<file path="config.mk">
export PLATFORM = sky130hd
export DESIGN_NAME = leaf_net_iface
export DESIGN_NICKNAME = d
export VERILOG_FILES = /design/src/rtl/leaf_net_iface.sv
export SDC_FILE = /design/constraint.sdc
export NUM_CORES = 1
export LEC_CHECK = 0
export BUFFER_PORTS_ARGS = -buffer_cell sky130_fd_sc_hd__clkbuf_2
export CAP_MARGIN = 25
export CORE_MARGIN = 4
export CORE_UTILIZATION = 42
export CTS_CLUSTER_DIAMETER = 80
export DETAILED_ROUTE_END_ITERATION = 10
export HOLD_SLACK_MARGIN = 0.12
export PLACE_DENSITY_LB_ADDON = 0.05
export SLEW_MARGIN = 10
export SYNTH_ARGS = -nofsm -noshare
export SYNTH_HDL_FRONTEND = slang
export SYNTH_SLANG_ARGS = --single-unit
export TNS_END_PERCENT = 100
</file>
<file path="constraint.sdc">
create_clock -name clk -period 4.8 [get_ports clk]
set_clock_uncertainty 0.1 [all_clocks]
set_input_delay 0.48 -clock clk [delete_from_list [all_inputs] [get_ports clk]]
set_output_delay 0.48 -clock clk [all_outputs]
set_load 0.02 [all_outputs]
</file>
<file path="src/rtl/leaf_net_iface.sv">
// leaf_net_iface: leaf core <-> 11-bit CSP router port using four-phase bundled-data handshakes.
// Optional receive address filter with misroute counter: define NI_ADDR_CHECK_EN.
module leaf_net_iface #(
   parameter int WIDTH       = 11,
   parameter int ADDR_W      = 3,
   parameter int TX_DEPTH    = 4,
   parameter int SYNC_STAGES = 2,
   parameter int MY_ADDR     = 0
) (
   input  logic                    clk,
   input  logic                    reset,
   input  logic                    tx_valid,
   output logic                    tx_ready,
   input  logic [ADDR_W-1:0]       tx_dest,
   input  logic [WIDTH-ADDR_W-1:0] tx_payload,
   output logic                    rx_valid,
   input  logic                    rx_ready,
   output logic [WIDTH-1:0]        rx_flit,
   output logic [WIDTH-1:0]        out_data,
   output logic                    out_req,
   input  logic                    out_ack,
   input  logic [WIDTH-1:0]        in_data,
   input  logic                    in_req,
   output logic                    in_ack,
   output logic [7:0]              misroute_cnt
);
   localparam int PW = $clog2(TX_DEPTH);

   typedef enum logic [1:0] {TX_IDLE, TX_REQ, TX_REL} tx_st_t;
   typedef enum logic {RX_WAIT, RX_ACK} rx_st_t;

   tx_st_t                 r_tx_st;
   rx_st_t                 r_rx_st;
   logic [WIDTH-1:0]       r_tx_mem [TX_DEPTH];
   logic [PW:0]            r_tx_wp, r_tx_rp;
   logic                   r_init, r_out_req, r_in_ack;
   logic [WIDTH-1:0]       r_out_data;
   logic [SYNC_STAGES-1:0] r_ack_sync, r_req_sync;
   logic [WIDTH-1:0]       r_rx_mem [2];
   logic                   r_rx_wp, r_rx_rp;
   logic [1:0]             r_rx_cnt;
   logic                   w_ack_s, w_req_s, w_tx_full, w_tx_empty, w_tx_push, w_tx_pop;
   logic                   w_rx_full, w_rx_take, w_rx_push, w_rx_pop, w_addr_hit, w_keep;

`ifdef NI_ADDR_CHECK_EN
   localparam bit LP_ADDR_CHK = 1'b1;
   logic [7:0] r_miss;

   // Misrouted flits are acked but dropped; count saturates rather than wraps.
   always_ff @(posedge clk or posedge reset) begin
      if (reset)
         r_miss <= 8'd0;
      else if (w_rx_take && !w_addr_hit && r_miss != 8'hFF)
         r_miss <= r_miss + 8'd1;
   end
   assign misroute_cnt = r_miss;
`else
   localparam bit LP_ADDR_CHK = 1'b0;
   assign misroute_cnt = 8'd0;
`endif

   assign w_ack_s    = r_ack_sync[SYNC_STAGES-1];
   assign w_req_s    = r_req_sync[SYNC_STAGES-1];
   assign w_tx_full  = (r_tx_wp[PW] != r_tx_rp[PW]) && (r_tx_wp[PW-1:0] == r_tx_rp[PW-1:0]);
   assign w_tx_empty = (r_tx_wp == r_tx_rp);
   assign tx_ready   = r_init && !w_tx_full;
   assign w_tx_push  = tx_valid && tx_ready;
   assign w_tx_pop   = (r_tx_st == TX_REQ) && w_ack_s;
   assign out_req    = r_out_req;
   assign out_data   = r_out_data;

   assign w_rx_full  = (r_rx_cnt == 2'd2);
   assign rx_valid   = (r_rx_cnt != 2'd0);
   assign rx_flit    = r_rx_mem[r_rx_rp];
   assign w_rx_pop   = rx_valid && rx_ready;
   assign w_rx_take  = (r_rx_st == RX_WAIT) && w_req_s && !w_rx_full;
   assign w_addr_hit = (in_data[WIDTH-1 -: ADDR_W] == ADDR_W'(MY_ADDR));
   assign w_keep     = w_addr_hit || !LP_ADDR_CHK;
   assign w_rx_push  = w_rx_take && w_keep;
   assign in_ack     = r_in_ack;

   always_ff @(posedge clk) begin
      if (w_tx_push)
         r_tx_mem[r_tx_wp[PW-1:0]] <= {tx_dest, tx_payload};
   end

   // TX side: r_init keeps tx_ready low until the first edge after reset.
   always_ff @(posedge clk or posedge reset) begin
      if (reset) begin
         r_tx_st    <= TX_IDLE;
         r_out_req  <= 1'b0;
         r_out_data <= '0;
         r_tx_wp    <= '0;
         r_tx_rp    <= '0;
         r_init     <= 1'b0;
         r_ack_sync <= '0;
      end else begin
         r_init     <= 1'b1;
         r_ack_sync <= {r_ack_sync[SYNC_STAGES-2:0], out_ack};
         if (w_tx_push)
            r_tx_wp <= r_tx_wp + (PW+1)'(1);
         if (w_tx_pop)
            r_tx_rp <= r_tx_rp + (PW+1)'(1);
         case (r_tx_st)
            TX_IDLE: if (!w_tx_empty) begin
               r_out_data <= r_tx_mem[r_tx_rp[PW-1:0]];
               r_out_req  <= 1'b1;
               r_tx_st    <= TX_REQ;
            end
            TX_REQ: if (w_ack_s) begin
               r_out_req <= 1'b0;
               r_tx_st   <= TX_REL;
            end
            TX_REL: if (!w_ack_s) r_tx_st <= TX_IDLE;
            default: r_tx_st <= TX_IDLE;
         endcase
      end
   end

   // RX side: a full buffer holds off the ack, which back-pressures the router.
   always_ff @(posedge clk or posedge reset) begin
      if (reset) begin
         r_rx_st    <= RX_WAIT;
         r_in_ack   <= 1'b0;
         r_req_sync <= '0;
         r_rx_wp    <= 1'b0;
         r_rx_rp    <= 1'b0;
         r_rx_cnt   <= 2'd0;
         r_rx_mem[0] <= '0;
         r_rx_mem[1] <= '0;
      end else begin
         r_req_sync <= {r_req_sync[SYNC_STAGES-2:0], in_req};
         if (w_rx_push) begin
            r_rx_mem[r_rx_wp] <= in_data;
            r_rx_wp           <= ~r_rx_wp;
         end
         if (w_rx_pop)
            r_rx_rp <= ~r_rx_rp;
         case ({w_rx_push, w_rx_pop})
            2'b10:   r_rx_cnt <= r_rx_cnt + 2'd1;
            2'b01:   r_rx_cnt <= r_rx_cnt - 2'd1;
            default: r_rx_cnt <= r_rx_cnt;
         endcase
         case (r_rx_st)
            RX_WAIT: if (w_rx_take) begin
               r_in_ack <= 1'b1;
               r_rx_st  <= RX_ACK;
            end
            RX_ACK: if (!w_req_s) begin
               r_in_ack <= 1'b0;
               r_rx_st  <= RX_WAIT;
            end
            default: r_rx_st <= RX_WAIT;
         endcase
      end
   end
endmodule

</file>
# Yosys cells after proc, flatten, opt, wreduce, memory -nomap -nowiden
# Memory sizes are Yosys's and may differ from the RTL's. A register that Yosys moved wholly into a read port is not among the register bits.
# Cells that the tools add are included.
[word_totals]
regBits = 42
ramBits = 44
in_bits = 28
output_inout_bits = 34
wordCells = 81
n_memories = 1
[classes]
n_addsub = 4
order_cmp = 3
n_eq_ne = 13
mux = 22
n_bitwise = 6
reduce_logical = 18
[memory_table]
columns = ["memory", "words", "word_bits", "read_ports", "rd_clocked_by_memory_dff", "wr", "line", "rtl"]
rows = [
  ["r_tx_mem", 4, 11, 1, 1, 1, "34", "logic [WIDTH-1:0] r_tx_mem [TX_DEPTH];"],
]
[ops]
columns = ["op", "count"]
rows = [
  ["2-to-1 mux 11 bit", 4],
  ["bitwise mux 22 bit", 1],
  ["demux 11 bit (select 1 bit)", 1],
  ["!= test 2 bit (second input constant)", 5],
  ["logical AND 1 bit", 8],
  ["2-to-1 mux 1 bit", 8],
  ["adder 3 x 1 -> 3 bit (second input constant)", 2],
  ["equality test 2 bit (second input constant)", 3],
  ["2-to-1 mux 2 bit", 3],
  ["case mux 1 bit (2 select lines)", 3],
  ["case mux 2 bit (3 select lines)", 1],
  ["AND reduction 3 bit", 2],
  ["nonzero test 2 bit", 3],
  ["equality test 2 x 1 -> 1 bit (second input constant)", 2],
  ["greater-or-equal comparator 2 bit (second input constant)", 2],
  ["NOT 1 bit", 4],
  ["NOT 1 -> 2 bit", 2],
  ["case mux 2 bit (2 select lines)", 1],
  ["AND reduction 2 bit", 2],
  ["equality test 3 bit", 1],
  ["adder 2 x 1 -> 2 bit (second input constant)", 1],
  ["equality test 2 bit", 1],
  ["logical NOT 1 bit", 2],
  ["logical NOT 2 bit", 1],
  ["other kinds (3)", 3],
]

# Depth between registers and ports, before layout
# Gate-level depths: netlist (run 1).
[depth]
depth_word = 7
mapped_depth = 6
ltp_nobuf = 6

# Least setup slack after synthesis (run 1)
# OpenSTA, ideal clock, no wires.
[synth_path]
path_kind = "register -> register"
from = "reg r_tx_rp[0]"
to = "mem r_tx_mem[3][0], enable pin"
setup_ns = 0.405
arrival_ns = 1.785
t_required_ns = 4.295
path_slack_ns = 2.509
stages_incl_launch_ff = 3
n_path_buf = 0
period_less_slack_ns = 2.291
cell_sequence = "dfrtp_1 -> xnor2_1 -> a311oi_1"
[synth_between]
elab_chain_cells = 7
[synth_lines]
columns = ["item", "line", "rtl"]
rows = [
  ["from (decl)", "35", "logic [PW:0] r_tx_wp, r_tx_rp;"],
  ["from (signal assigned)", "103", "r_tx_rp <= r_tx_rp + (PW+1)'(1);"],
  ["equality test 2 bit", "64", "assign w_tx_full = (r_tx_wp[PW] != r_tx_rp[PW]) && (r_tx_wp[PW-1:0] == r_tx_rp[PW-1:0]);"],
  ["logical AND 1 bit", "64", ""],
  ["logical NOT 1 bit", "66", "assign tx_ready = r_init && !w_tx_full;"],
  ["logical AND 1 bit", "66", ""],
  ["logical AND 1 bit", "67", "assign w_tx_push = tx_valid && tx_ready;"],
  ["2-to-1 mux 1 bit", "83", "if (w_tx_push)"],
  ["2-to-1 mux 1 bit (not written as such)", "84", "r_tx_mem[r_tx_wp[PW-1:0]] <= {tx_dest, tx_payload};"],
  ["to (decl)", "34", ""],
]
# No other way between the ends.

# Worst setup path after layout (run 1)
[layout_path]
from = "reg r_tx_rp[0]"
to = "mem r_tx_mem[1][3], enable pin"
# Same word-level chain as after synthesis.

==> results.json, run 1 <==
{
  "status": "finished clean",
  "drt-pass1-iter-count": 4,
  "met3_usage_pct": 3.397,
  "htreeDepth": 3,
  "clkPwrFrac_pct": 17.8,
  "grt_start_max_net_pins": 54,
  "power_density_nw_per_um2": 661.8,
  "cts-root-buf": "clkbuf_8",
  "ys_warn_count": 0,
  "rr_endpoint": "r_tx_mem[1][3]",
  "critPathMaxFanout": 14,
  "die_h_um": 105.0,
  "met2_usage_pct": 19.02,
  "yosysMostFrequentCell": "dfrtp_1",
  "r2r-start": "r_tx_rp[0]",
  "drt_iter0_markers": 71,
  "synth_area_um2": 3953,
  "pwr-share-seq_pct": 44.9,
  "antennaDiodeCount": 0,
  "yosys-top-cells-area": "dfrtp_1 34%, edfxtp_1 33%, mux2_2 11%",
  "drive_above_1_share_pct": 45.21,
  "hold_viol_final": 0,
  "criticalPathCategory": "register to register",
  "ys_seq_elements": 97,
  "synth_edf_count": 44,
  "p_leak_nw": 1.873,
  "critPathMaxStageDelay_ns": 0.89,
  "r2r_cells": 3,
  "dieArea_um2": 11030,
  "peakVddDrop_mv": 0.1956,
  "yosysUniqueCellTypes": 32,
  "switching_share_pct": 34.36,
  "fmax_mhz": 372.7,
  "final_net_count": 321,
  "maxSlewViolCount": 0,
  "fin_crit_sh_pct": 55.90,
  "intPower_mw": 1.972,
  "antenna_found_initial": 0,
  "syn_to_final_growth_pct": 14.81,
  "p_switching_mw": 1.032,
  "cp_slowest_cell": "dfrtp_1",
  "start_util_pct": 42.98,
  "relSlewSlack_pct": 45.24,
  "top_usage_layer": "met2",
  "tns_ns": 0,
  "grt.overflow.total": 0,
  "drtAntennaViolNets": 0,
  "grt_usage_pct": 12.39,
  "gp_congestion": 0.6824,
  "via_per_inst": 4.871,
  "rsz0062_at_grt": "false",
  "core-area_um2": 9196,
  "min_period_ns": 2.683,
  "hp-class": "input port to async pin",
  "die_width_um": 105.0,
  "wirelength_um": 6545,
  "cp-start-kind": "register",
  "use_met1_pct": 16.67,
  "synth.largest_area_cell": "dfrtp_1",
  "cts_tree": "done",
  "p_comb_share_pct": 37.2,
  "worstPathArrival_ns": 2.57,
  "postSynth.asyncResetShare_pct": 54.64,
  "worst_pin_slew_ns": 0.8214,
  "r2r_setup_slack_ns": 2.12,
  "drv_cap": 0,
  "synthTopCellsByCount": "53 x dfrtp_1, 44 x edfxtp_1, 37 x mux2_2",
  "io_pins": 62,
  "worst_ep_required_time_ns": 4.69,
  "synth_top_area_share_pct": 33.55,
  "cts_sinks": 97,
  "numCtsBuffers": 9,
  "row_count": 35,
  "clockBufferDepth": 2,
  "crit_chain": "xnor2_1, a31oi_1, and2_1",
  "postSynthCellCount": 225,
  "wl_per_cell_um": 16.24,
  "clk_pin_slew_ns": 0.10,
  "drc": 0,
  "hold_ws_ns": 0.1672,
  "finalSetupViolCount": 0,
  "hpwl_um": 4402,
  "grt_pass1_vias": 2026,
  "vias": 1963,
  "avgSynthCellArea_um2": 17.57,
  "clock_latency_ns": 0.35,
  "grt_pass1_wl_um": 10540,
  "ys.flop_type": "dfrtp_1",
  "worst_setup_path_end_kind": "register",
  "ys_seq_area_share_pct": 66.98,
  "port-buffer-count": 53
}
## placed cells by master (no fill, tap or decap), drive strengths merged
cell type    instances
buf                  3
clkinv               2
or3b                 1
nor3                 1
nor2b                2
and2                 5
clkbuf              62
ha                   6
a21oi                1
nand2                2
xnor2                9
a31oi                2
o21a                 1
and4                 1
nor2                 1
dlygate4sd3          2
bufinv               1
edfxtp              44
nand2b               4
or2                  2
a311o                1
clkinvlp             1
nand4b               1
mux4                11
conb                 9
a211oi               1
mux2                46
inv                 10
o21ai                1
dfrtp               53
a311oi               1
xor2                 5
## logic make-up after synthesis
logic type	Yosys count	synth area share, %
adder cells (fa/ha/maj)	6	1.899
buffers and inverters	21	3.039
XOR/XNOR	14	3.102
multiplexers	57	20.23
flip-flops	97	66.98
AND/OR/NAND/NOR	20	3.134
other	2	0.1900
AO/OA/AOI/OAI	8	1.424
## power by group through the flow
stage | logic [mW] | registers (mW) | clock network [mW]
after floorplan | 0.872 | 1.33 | 0
after global placement | 1.13 | 1.37 | 0
after detailed placement | 1.14 | 1.37 | 0
after CTS | 1.14 | 1.36 | 0.555
after global routing | 1.21 | 1.39 | 0.592
final | 1.12 | 1.35 | 0.536
## critical path: cells and delay by family, from the launching register on
| family | cells | cell delay, ns |
|---|---|---|
| compound gates | 1 | 0.45 |
| xor+xnor | 1 | 0.30 |
| simple gates | 1 | 0.58 |
| flops | 1 | 0.89 |
## metrics by stage
step	total power, mW	instances	area (um2)	utilization, %	worst slack [ns]
finish	3.003	403	4538	49.35	2.117
floorplan	2.205	232	3979	-	2.509
global placement	2.500	385	4318	46.95	2.137
CTS	3.053	403	4538	49.35	2.045
detailed placement	2.508	385	4318	46.95	2.061
global route	3.195	403	4538	49.35	1.851
## layer usage
| metal | share of wire, % | vias to the layer above |
|---|---|---|
| li1 | - | 934 |
| met1 | 49 | 977 |
| met2 | 46 | 46 |
| met3 | 4.0 | 6 |
| met4 | 1.1 | 0 |
| met5 | 0 | - |
## how the worst max path moves through the flow
stage,slack [ns],from,end
6_report,2.12,r_tx_rp[0],r_tx_mem[1][3]
5_1_grt,1.85,r_tx_rp[0],r_tx_mem[1][3]
4_1_cts,2.04,r_tx_rp[0],r_tx_mem[2][3]
3_5_place_dp,2.06,r_tx_rp[0],r_tx_mem[2][9]
3_3_place_gp,2.14,r_tx_rp[0],r_tx_mem[2][8]
2_1_floorplan,2.51,r_tx_rp[0],r_tx_mem[3][0]
## sequential cells by signal, indices dropped and copies added, names as in the netlist, 3 cells and up
signal and cells:
r_rx_mem 22, out_data 11, r_tx_wp 3, r_tx_mem 44, r_tx_rp 3
## final cells by class
cell class                      count  area, um2
Sequential cell                    97       2648
Multi-Input combinational cell    114       1217
Tap cell                          111      138.9
Clock inverter                      7      76.32
Fill cell                         787       4658
Timing Repair Buffer               58      307.8
Inverter                            7      26.28
Clock buffer                        9      123.9
## repair_timing
| item | CTS | global route |
|---|---|---|
| hold buffers | 2 | 0 |
| gates resized for setup | 0 | 0 |
| setup buffers | 0 | 0 |
| endpoints found under the hold margin | 2 | 0 |
No activity file was read; power rests on OpenSTA's default activity.
==> run 2, diff against run 1 <==
==> constraint.sdc (replaced) <==
create_clock -name clk -period 2.3 [get_ports clk]
set_clock_uncertainty 0.1 [all_clocks]
set_input_delay 0.23 -clock clk [delete_from_list [all_inputs] [get_ports clk]]
set_output_delay 0.23 -clock clk [all_outputs]
set_load 0.02 [all_outputs]
==> run 2 against run 1 <==
  * First-iteration DRC count shrank 38%
  * Routed wire length grew 4.2%
  * Combinational power grew 130%
  * Worst setup slack lost 1.7 ns
  * Sequential cell count is the same
  * Clock power grew 120%
  * Cell area grew 7.2%
  * Critical path type is now register to primary output
==> results.json, run 2 (same netlist as run 1, synthesis figures left out) <==
{
  "power_density_nw_per_um2": 1327,
  "fill_cells": 750,
  "rsz0062_at_grt": "false",
  "whs_path_depth": 4,
  "grt.overflow.total": 0,
  "drc": 0,
  "criticalPathCategory": "register to primary output",
  "drt-pass1-iter-count": 4,
  "clk_pin_slew_ns": 0.10,
  "grt_pass1_vias": 2267,
  "hold_viol_final": 0,
  "cts_tree": "done",
  "min_period_ns": 1.930,
  "dieArea_um2": 11030,
  "die_width_um": 105.0,
  "grt_start_max_net_pins": 36,
  "core-area_um2": 9196,
  "gp_congestion": 0.6451,
  "maxSlewViolCount": 0,
  "port-buffer-count": 53,
  "post-place-ws_ns": 0.4165,
  "cts-root-buf": "clkbuf_8",
  "final_net_count": 352,
  "critPathMaxStageDelay_ns": 0.68,
  "drive_above_1_share_pct": 43.34,
  "layout_setup_ws_ns": 0.3704,
  "clockBufferDepth": 2,
  "tns_ns": 0,
  "die_h_um": 105.0,
  "peakVddDrop_mv": 0.4980,
  "largest_reg_flops": 44,
  "antennaDiodeCount": 0,
  "r2r-start": "r_tx_wp[1]",
  "wl_per_cell_um": 15.71,
  "hpwl_um": 4484,
  "worst_pin_slew_ns": 0.5233,
  "p_leak_nw": 2.026,
  "crit_chain": "mux2_2, clkbuf_2",
  "cts_resized": 0,
  "numCtsBuffers": 9,
  "cp_top_family": "flip-flops",
  "worst_ep_required_time_ns": 1.97,
  "critPathMaxFanout": 12,
  "syn_to_final_growth_pct": 23.08,
  "cp.buffers_inverters": 1,
  "row_count": 35,
  "r2r_setup_slack_ns": 0.38,
  "top_usage_layer": "met2",
  "met3_usage_pct": 2.718,
  "fmax_mhz": 518.3,
  "status": "finished clean",
  "worstPathArrival_ns": 1.60,
  "cp.depth": 2,
  "drt_iter0_markers": 44,
  "ctsHoldBuffers": 26,
  "layout_common_cells": "53 x dfrtp_1, 53 x clkbuf_2, 44 x edfxtp_1",
  "drtAntennaViolNets": 0,
  "relSlewSlack_pct": 65.12,
  "vias": 2068,
  "fin_crit_sh_pct": 83.89,
  "cp-start-kind": "register",
  "worst_setup_path_end_kind": "primary output",
  "cp_slowest_cell": "dfrtp_1",
  "crit_path_end": "rx_flit[0]",
  "use_met1_pct": 17.79,
  "io_pins": 62,
  "start_util_pct": 42.98,
  "rr_endpoint": "out_data[3]",
  "hp-class": "input port to register",
  "finalSetupViolCount": 0,
  "met2_usage_pct": 20.99,
  "via_per_inst": 4.765,
  "antenna_found_initial": 0,
  "grt_usage_pct": 13.22,
  "worstSetupStartpoint": "r_rx_rp",
  "r2r_cells": 4,
  "postCtsSetupBuffers": 0,
  "cts_sinks": 97,
  "htreeDepth": 3,
  "grt_pass1_wl_um": 11340,
  "wirelength_um": 6817,
  "drv_cap": 0,
  "clock_latency_ns": 0.36
}
-- run 2: cell types whose count changed in the layout (fill, tap and decap cells not counted), sizes merged --
| cell | previous run | this run |
|---|---|---|
| buf | 3 | 10 |
| inv | 10 | 11 |
| clkinvlp | 1 | 0 |
| dlygate4sd3 | 2 | 26 |
-- run 2: where the power goes --
group,internal (mW),switching (mW)
logic,1.34,1.23
clock network,0.541,0.650
registers,2.36,0.339
total,4.23,2.22
-- run 2: worst min path at each step --
stage,end,startpoint,slack (ns)
global placement,r_req_sync[0],reset,0.14
detailed placement,r_req_sync[1],reset,0.15
floorplan,r_ack_sync[0],out_ack,0.16
global route,r_tx_wp[0],tx_valid,0.24
finish,r_tx_wp[0],tx_valid,0.22
CTS,r_tx_wp[0],tx_valid,0.21
-- run 2: metrics by stage --
stage | total power, mW | cells | area, um2 | utilization (%) | hold WS, ns
2_1_floorplan | 4.602 | 232 | 3979 | - | 0.1614
3_3_place_gp | 5.306 | 392 | 4383 | 47.66 | 0.1405
3_5_place_dp | 5.324 | 392 | 4383 | 47.66 | 0.1463
4_1_cts | 6.571 | 434 | 4865 | 52.90 | 0.2102
5_1_grt | 6.883 | 434 | 4865 | 52.90 | 0.2434
6_report | 6.457 | 434 | 4865 | 52.90 | 0.2199
-- run 2: layout make-up --
cell class,instances,area [um2],share of cell area (%)
Sequential cell,97,2648,54.42
Clock inverter,7,97.59,2.006
Multi-Input combinational cell,114,1217,25.03
Tap cell,111,138.9,2.855
Clock buffer,9,123.9,2.546
Timing Repair Buffer,89,613.1,12.60
Inverter,7,26.28,0.5401
-- run 2: per-layer routing --
metal	share of wire [%]	up-vias
met5	0	-
met2	46	49
met3	4.2	9
li1	-	993
met4	1.6	0
met1	48	1017
-- run 2: worst reg2reg max path: stages, from the launching register on --
cell and delay, ns:
dfrtp_1 0.44, xnor2_1 0.41, a311o_1 0.23, buf_4 0.26
mux2_2 0.37
